==> src/rtl/serial_adder.sv <==
// -----------------------------------------------------------------------------
// serial_adder
//
// Bit-serial, LSB-first two-operand adder. A single full-adder cell consumes
// one bit of each operand per clock. The carry between bit positions is held
// in a register. An N-bit add therefore takes WIDTH clocks instead of WIDTH
// parallel adder cells.
//
// Handshake:
//   * start is sampled only while idle.
//   * busy is high while bits are processed.
//   * done pulses for one cycle when sum/carry take a new value.
//
// Optional feature (macro SERIAL_ADDER_SUB_EN):
//   * Adds a "sub" input that is captured together with the operands.
//   * With sub=1 the bit stream computes a + ~b + 1 = a - b.
//   * In that mode carry reports the borrow (the inverted carry-out).
//
// Parameters:
//   WIDTH  operand/result width in bits (2..32), default 8
//
// Ports:
//   clk    in   rising-edge clock
//   rst    in   synchronous active-high reset
//   start  in   operation request (idle only)
//   sub    in   subtract select (only with SERIAL_ADDER_SUB_EN)
//   a      in   [WIDTH] operand A, captured on accepted start
//   b      in   [WIDTH] operand B, captured on accepted start
//   busy   out  operation in progress
//   done   out  one-cycle result-valid pulse
//   sum    out  [WIDTH] registered result, held until next completion
//   carry  out  registered carry-out (borrow in subtract mode)
// -----------------------------------------------------------------------------
module serial_adder #(
  parameter int WIDTH = 8
) (
  input  logic             clk,
  input  logic             rst,
  input  logic             start,
`ifdef SERIAL_ADDER_SUB_EN
  input  logic             sub,
`endif
  input  logic [WIDTH-1:0] a,
  input  logic [WIDTH-1:0] b,
  output logic             busy,
  output logic             done,
  output logic [WIDTH-1:0] sum,
  output logic             carry
);

  localparam int            CW   = $clog2(WIDTH) + 1;
  localparam logic [CW-1:0] LAST = CW'(WIDTH - 1);

  typedef enum logic {
    IDLE = 1'b0,
    RUN  = 1'b1
  } state_t;

  // Full-adder bit cell.
  function automatic logic fa_sum(input logic x, input logic y, input logic ci);
    return x ^ y ^ ci;
  endfunction

  function automatic logic fa_carry(input logic x, input logic y, input logic ci);
    return (x & y) | (x & ci) | (y & ci);
  endfunction

  state_t           state_q;
  logic [WIDTH-1:0] sa_q;
  logic [WIDTH-1:0] sb_q;
  // Only the upper WIDTH-1 result bits need storage. The final bit comes
  // straight from the adder cell on the completing edge.
  logic [WIDTH-2:0] sr_q;
  logic             c_q;
  logic [CW-1:0]    cnt_q;
  logic             busy_q;
  logic             done_q;
  logic [WIDTH-1:0] sum_q;
  logic             carry_q;
`ifdef SERIAL_ADDER_SUB_EN
  logic             sub_q;
`endif

  logic             s_bit;
  logic             c_out;
  logic [WIDTH-1:0] sr_d;

  assign s_bit = fa_sum(sa_q[0], sb_q[0], c_q);
  assign c_out = fa_carry(sa_q[0], sb_q[0], c_q);
  // The new bit enters at the MSB. After WIDTH shifts, bit 0 of the operands
  // has reached bit 0 of the result.
  assign sr_d  = {s_bit, sr_q};

  always_ff @(posedge clk) begin
    if (rst) begin
      state_q <= IDLE;
      sa_q    <= '0;
      sb_q    <= '0;
      sr_q    <= '0;
      c_q     <= 1'b0;
      cnt_q   <= '0;
      busy_q  <= 1'b0;
      done_q  <= 1'b0;
      sum_q   <= '0;
      carry_q <= 1'b0;
`ifdef SERIAL_ADDER_SUB_EN
      sub_q   <= 1'b0;
`endif
    end else begin
      done_q <= 1'b0;
      case (state_q)
        IDLE: begin
          if (start) begin
            sa_q   <= a;
`ifdef SERIAL_ADDER_SUB_EN
            // a - b == a + ~b + 1; the +1 enters as the initial carry.
            sb_q   <= sub ? ~b : b;
            c_q    <= sub;
            sub_q  <= sub;
`else
            sb_q   <= b;
            c_q    <= 1'b0;
`endif
            cnt_q  <= '0;
            busy_q <= 1'b1;
            state_q <= RUN;
          end
        end

        RUN: begin
          sa_q  <= sa_q >> 1;
          sb_q  <= sb_q >> 1;
          sr_q  <= sr_d[WIDTH-1:1];
          c_q   <= c_out;
          cnt_q <= cnt_q + CW'(1);
          if (cnt_q == LAST) begin
            sum_q   <= sr_d;
`ifdef SERIAL_ADDER_SUB_EN
            // In subtract mode a missing carry-out means a borrow occurred.
            carry_q <= sub_q ? ~c_out : c_out;
`else
            carry_q <= c_out;
`endif
            done_q  <= 1'b1;
            busy_q  <= 1'b0;
            state_q <= IDLE;
          end
        end

        default: state_q <= IDLE;
      endcase
    end
  end

  assign busy  = busy_q;
  assign done  = done_q;
  assign sum   = sum_q;
  assign carry = carry_q;

endmodule

==> config.mk <==
export PLATFORM = sky130hd
export DESIGN_NAME = serial_adder
export DESIGN_NICKNAME = d
export VERILOG_FILES = /design/src/rtl/serial_adder.sv
export SDC_FILE = /design/constraint.sdc
export NUM_CORES = 1
export LEC_CHECK = 0
export BUFFER_PORTS_ARGS = -buffer_cell sky130_fd_sc_hd__buf_2
export CAP_MARGIN = 40
export CORE_UTILIZATION = 40
export CTS_CLUSTER_DIAMETER = 120
export DETAILED_ROUTE_END_ITERATION = 10
export PLACE_DENSITY = 0.71
export RECOVER_POWER = 50
export SYNTH_ARGS = -nofsm -noshare
export SYNTH_HDL_FRONTEND = slang
export SYNTH_SLANG_ARGS = --single-unit
==> constraint.sdc <==
create_clock -name clk -period 1.3 [get_ports clk]
set_input_delay 0.26 -clock clk [delete_from_list [all_inputs] [get_ports clk]]
set_output_delay 0.26 -clock clk [all_outputs]
set_load 0.03 [all_outputs]
==> results.py <==
metrics = {
    "outcome": {
        "status": "finished, final reports clean",
    },
    "yosys": {
        "synth_top_family_by_area": "multiplexers",
        "synthMuxAreaShare": 0.247,
        "synth.net_count": 166,
        "syn_area_um2": 1610,
        "ys_seq_area_frac": 0.497,
        "syn_inst": 145,
        "synth_edf_count": 0,
        "synth-main-ff-cell": "dfxtp_1",
        "async_flop_share": 0,
        "yosysWarnings": 0,
        "syn_area_per_cell_um2": 11.1,
        "synth_fa_ha_area_frac": 0.0202,
        "yosys.area_share.simple": 0.116,
        "synth_compound_area_frac": 0.0761,
        "synthXorXnorAreaFrac": 0,
        "synth.distinct_cells": 24,
        "ys_ff_latch": 40,
    },
    "timing": {
        "slew_viol_final": 0,
        "setup_viol": 0,
        "timing.final.crit_share": 0.959,
        "finalCriticalPeriod_ps": 1250,
        "fmaxAchievable_mhz": 802,
        "whs_ps": 262,
        "worst_slack_ps": 52.8,
        "finalSetupTns_ps": 0,
        "worst_slew_pin_slew_ps": 366,
        "slew_headroom": 0.757,
        "grt_setup_unrepaired": "no",
        "clock_skew_ps": 4.09,
        "hold_violations": 0,
    },
    "worst_setup_path": {
        "criticalPathCategory": "register to register",
        "setup.worst_path.end": "sum[3]",
        "critPathRequiredTime_ps": 1490,
        "arrival_ps": 1440,
        "r2r_cells": 4,
        "worstSetupStartpoint": "cnt_q[1]",
        "r2r_slack_ps": 50,
        "r2r_end": "sum[3]",
        "crit_fanout": 5,
        "reg2reg_from": "cnt_q[1]",
        "end_kind": "register",
        "start_kind": "register",
    },
    "cells_and_area": {
        "multi_input_area_um2": 764,
        "fillCellCount": 355,
        "design_area_um2": 1950,
        "n_antenna_cell": 0,
        "final_nets": 199,
        "register_area_um2": 802,
        "drive_gt1_frac": 0.324,
        "final_cell_mix": "dfxtp_1, nor2_1, mux2i_1, buf_2, mux2_2",
        "final_common_cell": "dfxtp_1",
        "area_delta_synth_final_pct": 21.3,
    },
    "route": {
        "routed_wl_um": 2890,
        "drc": 0,
        "drt-vias-per-instance": 5.00,
        "vias": 1135,
        "drt-initial-drc-count": 73,
        "dr.pass1.iters": 4,
        "ant_nets": 0,
        "wl_per_cell_um": 12.7,
    },
    "cts": {
        "htree_levels": 2,
        "clockBufferDepth": 2,
        "cts_tree": "yes",
        "path_clk_slew_ps": 80,
        "cts_root_buffer": "clkbuf_8",
        "insertion_delay_ps": 290,
        "numCtsBuffers": 5,
        "clock_sinks": 40,
        "postCtsSetupBuffers": 0,
    },
    "power": {
        "p_sw_frac": 0.228,
        "internal-power_uw": 1970,
        "p_switching_uw": 582,
        "pwr-share-clk": 0.394,
        "comb_power_share": 0.098,
        "p_leak_uw": 0.000856,
        "p_seq_frac": 0.507,
        "powerDensity_nw_per_um2": 1300,
        "max-vdd-ir-drop_uv": 566,
    },
    "placed_design": {
        "place_area_um2": 1820,
        "dp_slack_ps": 60.5,
        "portBuffers": 29,
        "dp_hpwl_um": 2010,
        "gp_congestion": 0.720,
    },
    "floorplan": {
        "ios": 30,
        "die_h_um": 65.5,
        "dieWidth_um": 65.5,
        "std_cell_rows": 22,
        "initial_utilization": 0.427,
        "core_area_um2": 3770,
        "die_area_um2": 4290,
    },
    "global_routing": {
        "grt_usage": 0.150,
        "grt_pass1_vias": 1112,
        "grt_pass1_wl_um": 4790,
        "grt_max_degree": 21,
        "antenna_found_initial": 0,
        "grt.overflow.total": 0,
    },
    "flow_run": {
        "drv_cap": 0,
    },
    "min_path": {
        "hold_class": "input pin to register",
    },
}
-- cells by family after synthesis --
group | count (synthesis)
AO/OA/AOI/OAI | 16
adder cells (fa/ha/maj) | 2
buffers and inverters | 12
flip-flops | 40
multiplexers | 38
AND/OR/NAND/NOR | 37
-- cells in the mapped netlist (2+ instances only) --
cell type	count	area, um2
a22o_1	9	78.8
mux2_2	14	158
mux2i_1	24	240
dfxtp_1	40	801
buf_4	3	22.5
nor2_1	26	97.6
nor3_1	2	10.0
inv_1	2	7.51
buf_2	6	30.0
nor3b_1	2	15.0
a21oi_1	4	20.0
-- routing by layer --
layer  wire (um)  part of all wire  vias to the layer above  track usage
met1        1290              0.45                      522        0.179
met2        1360              0.47                       35        0.232
met4          50             0.017                        0       0.0924
met5           0                 0                        -            0
met3         187             0.065                        5       0.0503
li1            -                 -                      573            -
-- through the flow --
step	power [uW]	util	instances
finish	2550	0.518	227
floorplan	1500	-	145
detailed placement	1570	0.483	218
CTS	2560	0.513	226
global route	2660	0.518	227
global placement	1560	0.483	218
-- worst min-delay path by stage --
stage | from | to | slack, ps | depth (start not counted)
after global placement | busy | busy | 450 | 2
after global routing | a[7] | sa_q[7] | 280 | 3
final | a[7] | sa_q[7] | 260 | 3
after CTS | rst | sr_q[0] | 230 | 2
after detailed placement | busy | busy | 460 | 2
after floorplan | rst | done | 380 | 1
-- state kept, by name, indices dropped and copies added (netlist names) --
register and cells:
c_q 1, carry 1, cnt_q 4, sa_q 8, sb_q 8, busy 1
sum 8, done 1, state_q 1, sr_q 7
-- timing repair --
| action | in CTS | in global routing |
|---|---|---|
| hold buffers | 0 | 0 |
| endpoints found under the setup margin | 0 | 11 |
| resized for setup | 0 | 4 |
| endpoints found under the hold margin | 0 | 0 |
-- power by group through the flow --
stage	Combinational [uW]	Sequential, uW	Clock, uW
floorplan	178	1320	0
global placement	239	1320	0
detailed placement	249	1320	0
CTS	251	1290	1020
global route	276	1300	1080
finish	250	1290	1010
-- worst max-delay path, cell delays in order, from the launching register on --
cell and delay [ps]:
dfxtp_2 360, ha_2 220, nand4b_4 130, nor2b_2 210
a22o_1 230
-- layout make-up --
| cell class | instances | area share |
|---|---|---|
| well taps | 48 | 0.0307 |
| clock buffers | 5 | 0.0352 |
| flip-flops and latches | 40 | 0.410 |
| clock inverters | 3 | 0.0218 |
| repair buffers | 35 | 0.107 |
| inverters | 2 | 0.00384 |
| multi-input cells | 94 | 0.391 |
(Power assumes the default switching activity.)
